$ cat src/rtl/mips_defs.sv
// rtl/mips_defs.sv - shared MIPS opcode, funct, ALU code and control state constants
package mips_defs;

   localparam logic [5:0] OP_RTYPE = 6'b000000;
   localparam logic [5:0] OP_LW    = 6'b100011;
   localparam logic [5:0] OP_SW    = 6'b101011;
   localparam logic [5:0] OP_BEQ   = 6'b000100;
   localparam logic [5:0] OP_ADDI  = 6'b001000;
   localparam logic [5:0] OP_J     = 6'b000010;

   localparam logic [5:0] FUNCT_ADD = 6'b100000;
   localparam logic [5:0] FUNCT_SUB = 6'b100010;
   localparam logic [5:0] FUNCT_AND = 6'b100100;
   localparam logic [5:0] FUNCT_OR  = 6'b100101;
   localparam logic [5:0] FUNCT_SLT = 6'b101010;

   localparam logic [3:0] ALU_AND = 4'b0000;
   localparam logic [3:0] ALU_OR  = 4'b0001;
   localparam logic [3:0] ALU_ADD = 4'b0010;
   localparam logic [3:0] ALU_SUB = 4'b0110;
   localparam logic [3:0] ALU_SLT = 4'b0111;

   localparam logic [1:0] SRCB_REG    = 2'b00;
   localparam logic [1:0] SRCB_FOUR   = 2'b01;
   localparam logic [1:0] SRCB_IMM    = 2'b10;
   localparam logic [1:0] SRCB_BRANCH = 2'b11;

   localparam logic [1:0] PC_ALU    = 2'b00;
   localparam logic [1:0] PC_BRANCH = 2'b01;
   localparam logic [1:0] PC_JUMP   = 2'b10;

   localparam logic [3:0] S_FETCH   = 4'd0;
   localparam logic [3:0] S_DECODE  = 4'd1;
   localparam logic [3:0] S_MEMADR  = 4'd2;
   localparam logic [3:0] S_MEMRD   = 4'd3;
   localparam logic [3:0] S_MEMWB   = 4'd4;
   localparam logic [3:0] S_MEMWR   = 4'd5;
   localparam logic [3:0] S_RTYPEEX = 4'd6;
   localparam logic [3:0] S_RTYPEWB = 4'd7;
   localparam logic [3:0] S_BEQEX   = 4'd8;
   localparam logic [3:0] S_ADDIEX  = 4'd9;
   localparam logic [3:0] S_ADDIWB  = 4'd10;
   localparam logic [3:0] S_JEX     = 4'd11;

   function automatic logic op_known(input logic [5:0] op);
      return (op == OP_RTYPE) || (op == OP_LW) || (op == OP_SW) ||
             (op == OP_BEQ) || (op == OP_ADDI) || (op == OP_J);
   endfunction

endpackage

$ cat src/rtl/alu_decoder.sv
// rtl/alu_decoder.sv - R-type funct field to ALU control code
module alu_decoder
   import mips_defs::*;
(
   input  logic [5:0] funct,
   output logic [3:0] alucontrol,
   output logic       funct_ok
);

   always_comb begin
      alucontrol = ALU_ADD;
      funct_ok   = 1'b1;
      case (funct)
         FUNCT_ADD: alucontrol = ALU_ADD;
         FUNCT_SUB: alucontrol = ALU_SUB;
         FUNCT_AND: alucontrol = ALU_AND;
         FUNCT_OR:  alucontrol = ALU_OR;
         FUNCT_SLT: alucontrol = ALU_SLT;
         default:   funct_ok   = 1'b0;
      endcase
   end

endmodule

$ cat src/rtl/mc_control.sv
// rtl/mc_control.sv - multicycle MIPS control unit (Moore FSM driving datapath strobes)
module mc_control
   import mips_defs::*;
#(
   parameter int STATE_W = 4
)
(
   input  logic       clk,
   input  logic       reset,
   input  logic [5:0] Op,
   input  logic [5:0] Funct,
   input  logic       Zero,
   output logic       IorD,
   output logic       MemWrite,
   output logic       IRWrite,
   output logic       RegDst,
   output logic       MemtoReg,
   output logic       RegWrite,
   output logic       ALUSrcA,
   output logic [1:0] ALUSrcB,
   output logic [1:0] PCSrc,
   output logic [3:0] ALUControl,
   output logic       PCEn,
   output logic       InstrDone,
   output logic       IllegalOp
);

   localparam logic [STATE_W-1:0] FETCH   = STATE_W'(S_FETCH);
   localparam logic [STATE_W-1:0] DECODE  = STATE_W'(S_DECODE);
   localparam logic [STATE_W-1:0] MEMADR  = STATE_W'(S_MEMADR);
   localparam logic [STATE_W-1:0] MEMRD   = STATE_W'(S_MEMRD);
   localparam logic [STATE_W-1:0] MEMWB   = STATE_W'(S_MEMWB);
   localparam logic [STATE_W-1:0] MEMWR   = STATE_W'(S_MEMWR);
   localparam logic [STATE_W-1:0] RTYPEEX = STATE_W'(S_RTYPEEX);
   localparam logic [STATE_W-1:0] RTYPEWB = STATE_W'(S_RTYPEWB);
   localparam logic [STATE_W-1:0] BEQEX   = STATE_W'(S_BEQEX);
   localparam logic [STATE_W-1:0] ADDIEX  = STATE_W'(S_ADDIEX);
   localparam logic [STATE_W-1:0] ADDIWB  = STATE_W'(S_ADDIWB);
   localparam logic [STATE_W-1:0] JEX     = STATE_W'(S_JEX);

   logic [STATE_W-1:0] state;
   logic [STATE_W-1:0] next_state;
   logic               is_lw;
   logic [3:0]         funct_alu;
   logic               funct_ok;
   logic               op_legal;

   alu_decoder u_alu_decoder (
      .funct      (Funct),
      .alucontrol (funct_alu),
      .funct_ok   (funct_ok)
   );

   assign op_legal = op_known(Op) && ((Op != OP_RTYPE) || funct_ok);

   // lw/sw is captured in DECODE so later Op changes cannot redirect MEMADR
   always_ff @(posedge clk or posedge reset) begin
      if (reset) begin
         state <= FETCH;
         is_lw <= 1'b0;
      end else begin
         state <= next_state;
         if (state == DECODE) begin
            is_lw <= (Op == OP_LW);
         end
      end
   end

   always_comb begin
      next_state = FETCH;
      case (state)
         FETCH:  next_state = DECODE;
         DECODE: begin
            if (op_legal) begin
               case (Op)
                  OP_LW, OP_SW: next_state = MEMADR;
                  OP_RTYPE:     next_state = RTYPEEX;
                  OP_BEQ:       next_state = BEQEX;
                  OP_ADDI:      next_state = ADDIEX;
                  OP_J:         next_state = JEX;
                  default:      next_state = FETCH;
               endcase
            end
         end
         MEMADR:  next_state = is_lw ? MEMRD : MEMWR;
         MEMRD:   next_state = MEMWB;
         RTYPEEX: next_state = RTYPEWB;
         ADDIEX:  next_state = ADDIWB;
         default: next_state = FETCH;
      endcase
   end

   // Reset gates every output low, overriding FETCH's strobes
   always_comb begin
      IorD       = 1'b0;
      MemWrite   = 1'b0;
      IRWrite    = 1'b0;
      RegDst     = 1'b0;
      MemtoReg   = 1'b0;
      RegWrite   = 1'b0;
      ALUSrcA    = 1'b0;
      ALUSrcB    = SRCB_REG;
      PCSrc      = PC_ALU;
      ALUControl = 4'b0000;
      PCEn       = 1'b0;
      InstrDone  = 1'b0;
      IllegalOp  = 1'b0;
      if (!reset) begin
         case (state)
            FETCH: begin
               IRWrite    = 1'b1;
               ALUSrcB    = SRCB_FOUR;
               ALUControl = ALU_ADD;
               PCEn       = 1'b1;
            end
            DECODE: begin
               ALUSrcB    = SRCB_BRANCH;
               ALUControl = ALU_ADD;
               IllegalOp  = !op_legal;
            end
            MEMADR, ADDIEX: begin
               ALUSrcA    = 1'b1;
               ALUSrcB    = SRCB_IMM;
               ALUControl = ALU_ADD;
            end
            MEMRD: IorD = 1'b1;
            MEMWR: begin
               IorD      = 1'b1;
               MemWrite  = 1'b1;
               InstrDone = 1'b1;
            end
            MEMWB: begin
               MemtoReg  = 1'b1;
               RegWrite  = 1'b1;
               InstrDone = 1'b1;
            end
            ADDIWB: begin
               RegWrite  = 1'b1;
               InstrDone = 1'b1;
            end
            RTYPEEX: begin
               ALUSrcA    = 1'b1;
               ALUControl = funct_alu;
            end
            RTYPEWB: begin
               RegDst    = 1'b1;
               RegWrite  = 1'b1;
               InstrDone = 1'b1;
            end
            BEQEX: begin
               ALUSrcA    = 1'b1;
               ALUControl = ALU_SUB;
               PCSrc      = PC_BRANCH;
               PCEn       = Zero;
               InstrDone  = 1'b1;
            end
            JEX: begin
               PCSrc     = PC_JUMP;
               PCEn      = 1'b1;
               InstrDone = 1'b1;
            end
            default: ;
         endcase
      end
   end

endmodule

$ cat config.mk
export PLATFORM = sky130hd
export DESIGN_NAME = mc_control
export DESIGN_NICKNAME = d
export VERILOG_FILES = /design/src/rtl/mips_defs.sv /design/src/rtl/alu_decoder.sv /design/src/rtl/mc_control.sv
export SDC_FILE = /design/constraint.sdc
export NUM_CORES = 1
export LEC_CHECK = 0
export ABC_AREA = 0
export BUFFER_PORTS_ARGS = -buffer_cell sky130_fd_sc_hd__buf_4
export CELL_PAD_IN_SITES_DETAIL_PLACEMENT = 2
export CELL_PAD_IN_SITES_GLOBAL_PLACEMENT = 2
export CORE_ASPECT_RATIO = 0.5
export CORE_MARGIN = 1.5
export CORE_UTILIZATION = 20
export DETAILED_ROUTE_END_ITERATION = 7
export GPL_ROUTABILITY_DRIVEN = 0
export GPL_TIMING_DRIVEN = 1
export MAX_ROUTING_LAYER = met4
export PLACE_DENSITY = 0.81
export SYNTH_ARGS = -nofsm -noshare
export SYNTH_HDL_FRONTEND = slang
export SYNTH_SLANG_ARGS = --single-unit
export TNS_END_PERCENT = 5
$ cat constraint.sdc
create_clock -name clk -period 1.3 [get_ports clk]
set_input_delay 0 -clock clk [delete_from_list [all_inputs] [get_ports clk]]
set_output_delay 0 -clock clk [all_outputs]
set_load 0.1 [all_outputs]
==> results.py <==
metrics = {
    "floorplanning": {
        "core_area_mm2": 0.00303,
        "initial_core_util": 0.211,
        "rows": 14,
        "die_area_mm2": 0.00357,
        "chipHeight_um": 43.0,
        "num_ports": 33,
        "floorplan.die.width_um": 83.0,
    },
    "finish": {
        "most-common-layout-cells": "buf_4, buf_6, nand2_1, nor3_2",
        "post-route-util": 0.479,
        "fillerInstances": 315,
        "syn2layout_area_growth_pct": 127,
        "layout-drive-gt1-share": 0.655,
        "commonest_non_fill_non_tap_cell_in_the_layout": "buf_4",
        "final_net_count": 164,
        "diodes": 0,
        "layout.cells.non_filler": 188,
    },
    "yosys": {
        "post_synth.cell_area_avg_um2": 6.96,
        "synth.yosys.warnings": 0,
        "post_synth_num_cell_types": 38,
        "cell_count_after_synthesis": 92,
        "netlist_area_um2": 641,
        "seq_area_frac_synth": 0.195,
        "ys_seq_elements": 5,
        "synth_fp_nets": 107,
    },
    "setup_path": {
        "timing.critical_path.arrival_ns": 1.75,
        "timing.critical_path.to_type": "output pin",
        "cp.required_ns": 1.30,
        "critical_path.startpoint_type": "register",
        "crit_fanout": 6,
        "crit_type": "reg -> out",
    },
    "sta": {
        "final_period_minus_worst_setup_slack_ns": 1.75,
        "report.final.slew_viol_count": 0,
        "maxClockFrequency_mhz": 572,
        "finalClockSkew_ns": 0.00932,
        "rsz_0062_raised_after_global_routing": "true",
        "final.setup.tns_ns": -5.01,
        "final-hold-violation-count": 0,
        "setup-violations-final": 19,
        "timing.final.crit_share": 1.34,
        "setup_ws_final_ns": -0.447,
    },
    "drt": {
        "drc": 0,
        "detail_route.first_pass.iterations": 4,
        "number_of_design_rule_violations_left_by_the_first_detailed_router_iteration": 24,
        "total_routed_length_um": 4310,
        "dr_total_vias": 954,
        "drt.antenna.violating_nets": 0,
        "post_drt_via_cell_ratio": 5.07,
        "detail_route.wl_per_cell_um": 22.9,
    },
    "global_routing": {
        "first_global_vias": 1059,
        "grt_util_all_layers": 0.252,
        "globalRouteOverflowTotal": 0,
        "grt_start_max_net_pins": 13,
        "grt_antenna_before_repair": 0,
        "grt_pass1_wl_um": 6580,
    },
    "power_and_ir_drop": {
        "power.static_leakage_nw": 0.605,
        "vdd_ir_drop_max_mv": 1.15,
        "total_power_w": 0.00245,
        "powerDensity_mw_per_mm2": 1690,
    },
    "clock_tree": {
        "root_buffer": "clkbuf_8",
        "clock_latency_ns": 0.24,
        "largest_buffer_count_on_any_clock_path": 2,
        "cts.sink_count": 5,
        "cts_tree": "built",
        "numCtsBuffers": 3,
        "clkTransAtPathRegs_ns": 0.05,
        "max_h_tree_level": 1,
    },
    "placement": {
        "detailed_place_hpwl_um": 2640,
        "dp.cells": 179,
        "port_buffers": 31,
        "dp_slack_ns": -0.236,
    },
    "outcome": {
        "failed_checks": "setup timing",
        "outcome": "finished with violations",
    },
    "min_path": {
        "hold_path_class": "in -> reg",
    },
    "job": {
        "cap_violations": 0,
    },
}
==> kinds of logic after synthesis <==
logic type / share of synthesized area
AO/OA/AOI/OAI: 0.236
XOR/XNOR: 0.0273
adder cells (fa/ha/maj): 0.0156
buffers and inverters: 0.0762
flip-flops: 0.195
multiplexers: 0.0313
other: 0.00585
AND/OR/NAND/NOR: 0.412
==> report_power, final <==
group	switching, W	total (W)	internal [W]	leakage [nW]
Sequential	0.0000828	0.000275	0.000192	0.0612
Combinational	0.00112	0.00185	0.000722	0.521
Clock	0.000115	0.000330	0.000214	0.0228
Total	0.00132	0.00245	0.00113	0.605
==> state kept, by name, summed over array words and instances, names as in the netlist <==
register,flops
is_lw,1
state,4
==> per-stage QoR <==
step           cell area (um2)  hold WS [ns]
2_1_floorplan              742        -0.205
3_3_place_gp              1160         0.107
3_5_place_dp              1160         0.119
4_1_cts                   1380        0.0989
5_1_grt                   1450        0.0976
6_report                  1450        0.0610
==> synthesized netlist by cell type <==
| cell type | n | share of area |
|---|---|---|
| o21ai_0 | 3 | 0.023 |
| o31a_1 | 1 | 0.014 |
| a31oi_1 | 2 | 0.020 |
| or4_1 | 1 | 0.012 |
| o31ai_1 | 1 | 0.012 |
| a21oi_1 | 4 | 0.031 |
| xnor2_1 | 1 | 0.014 |
| clkbuf_1 | 3 | 0.018 |
| inv_1 | 4 | 0.023 |
| xor2_1 | 1 | 0.014 |
| nor2_1 | 7 | 0.041 |
| nand2b_1 | 4 | 0.039 |
| nand3_1 | 4 | 0.031 |
| nor2b_1 | 6 | 0.059 |
| nor3b_1 | 1 | 0.012 |
| nand2b_2 | 1 | 0.014 |
| nor4b_1 | 2 | 0.027 |
| nand2_1 | 9 | 0.053 |
| buf_2 | 3 | 0.023 |
| or3_4 | 1 | 0.018 |
| o41ai_1 | 1 | 0.014 |
| o22ai_1 | 1 | 0.0098 |
| a211oi_1 | 3 | 0.035 |
| conb_1 | 1 | 0.0059 |
| o32ai_1 | 1 | 0.014 |
| o21a_1 | 1 | 0.012 |
| dfrtp_1 | 5 | 0.20 |
| maj3_1 | 1 | 0.016 |
| nand4_1 | 1 | 0.0098 |
| nor3_1 | 8 | 0.063 |
| a22oi_1 | 1 | 0.012 |
| mux2i_1 | 2 | 0.031 |
| buf_4 | 1 | 0.012 |
| nor4_1 | 2 | 0.020 |
| o32a_1 | 1 | 0.016 |
| a221oi_1 | 1 | 0.014 |
| nor3_2 | 1 | 0.016 |
| a21o_1 | 1 | 0.012 |
==> worst paths after layout <==
| path | startpoint | end | slack (ns) | depth (start not counted) |
|---|---|---|---|---|
| min reg2reg | is_lw | is_lw | 0.56 | 2 |
| min in group asynchronous | reset | state[0] | 0.56 | 4 |
| max reg2reg | state[1] | state[2] | -0.15 | 4 |
| min | Op[4] | is_lw | 0.06 | 3 |
| max in group asynchronous | reset | state[1] | 0.47 | 4 |
| max | state[3] | PCEn | -0.45 | 6 |
==> critical path, stage by stage (launching register included) <==
cell	delay [ns]
dfrtp_2	0.47
buf_6	0.16
nor2b_4	0.12
nor3_2	0.14
a31oi_1	0.08
nor3_2	0.27
buf_6	0.26
==> cell type report <==
cell class                      instances  area (um2)  area share
Sequential cell                         5         130      0.0897
Inverter                                4        15.0      0.0103
Clock buffer                            4        45.0      0.0310
Tap cell                               40        50.0      0.0345
Multi-Input combinational cell         76         643       0.443
Timing Repair Buffer                   59         568       0.391
==> per-layer routing <==
layer / part of all wire / up-vias / wire (um) / track usage
li1: - / 445 / - / -
met1: 0.47 / 483 / 2020 / 0.334
met2: 0.49 / 22 / 2110 / 0.428
met3: 0.032 / 4 / 138 / 0.0214
met4: 0.0093 / 0 / 40 / 0.0500
met5: 0 / - / 0 / -
==> timing repair <==
action | in CTS | in global routing
pin swaps | 6 | 6
setup endpoints to repair | 21 | 20
buffers inserted | 0 | 4
hold endpoints to repair | 5 | 0
gates resized for setup | 45 | 12
hold buffers | 1 | 0
(Power assumes the default switching activity.)
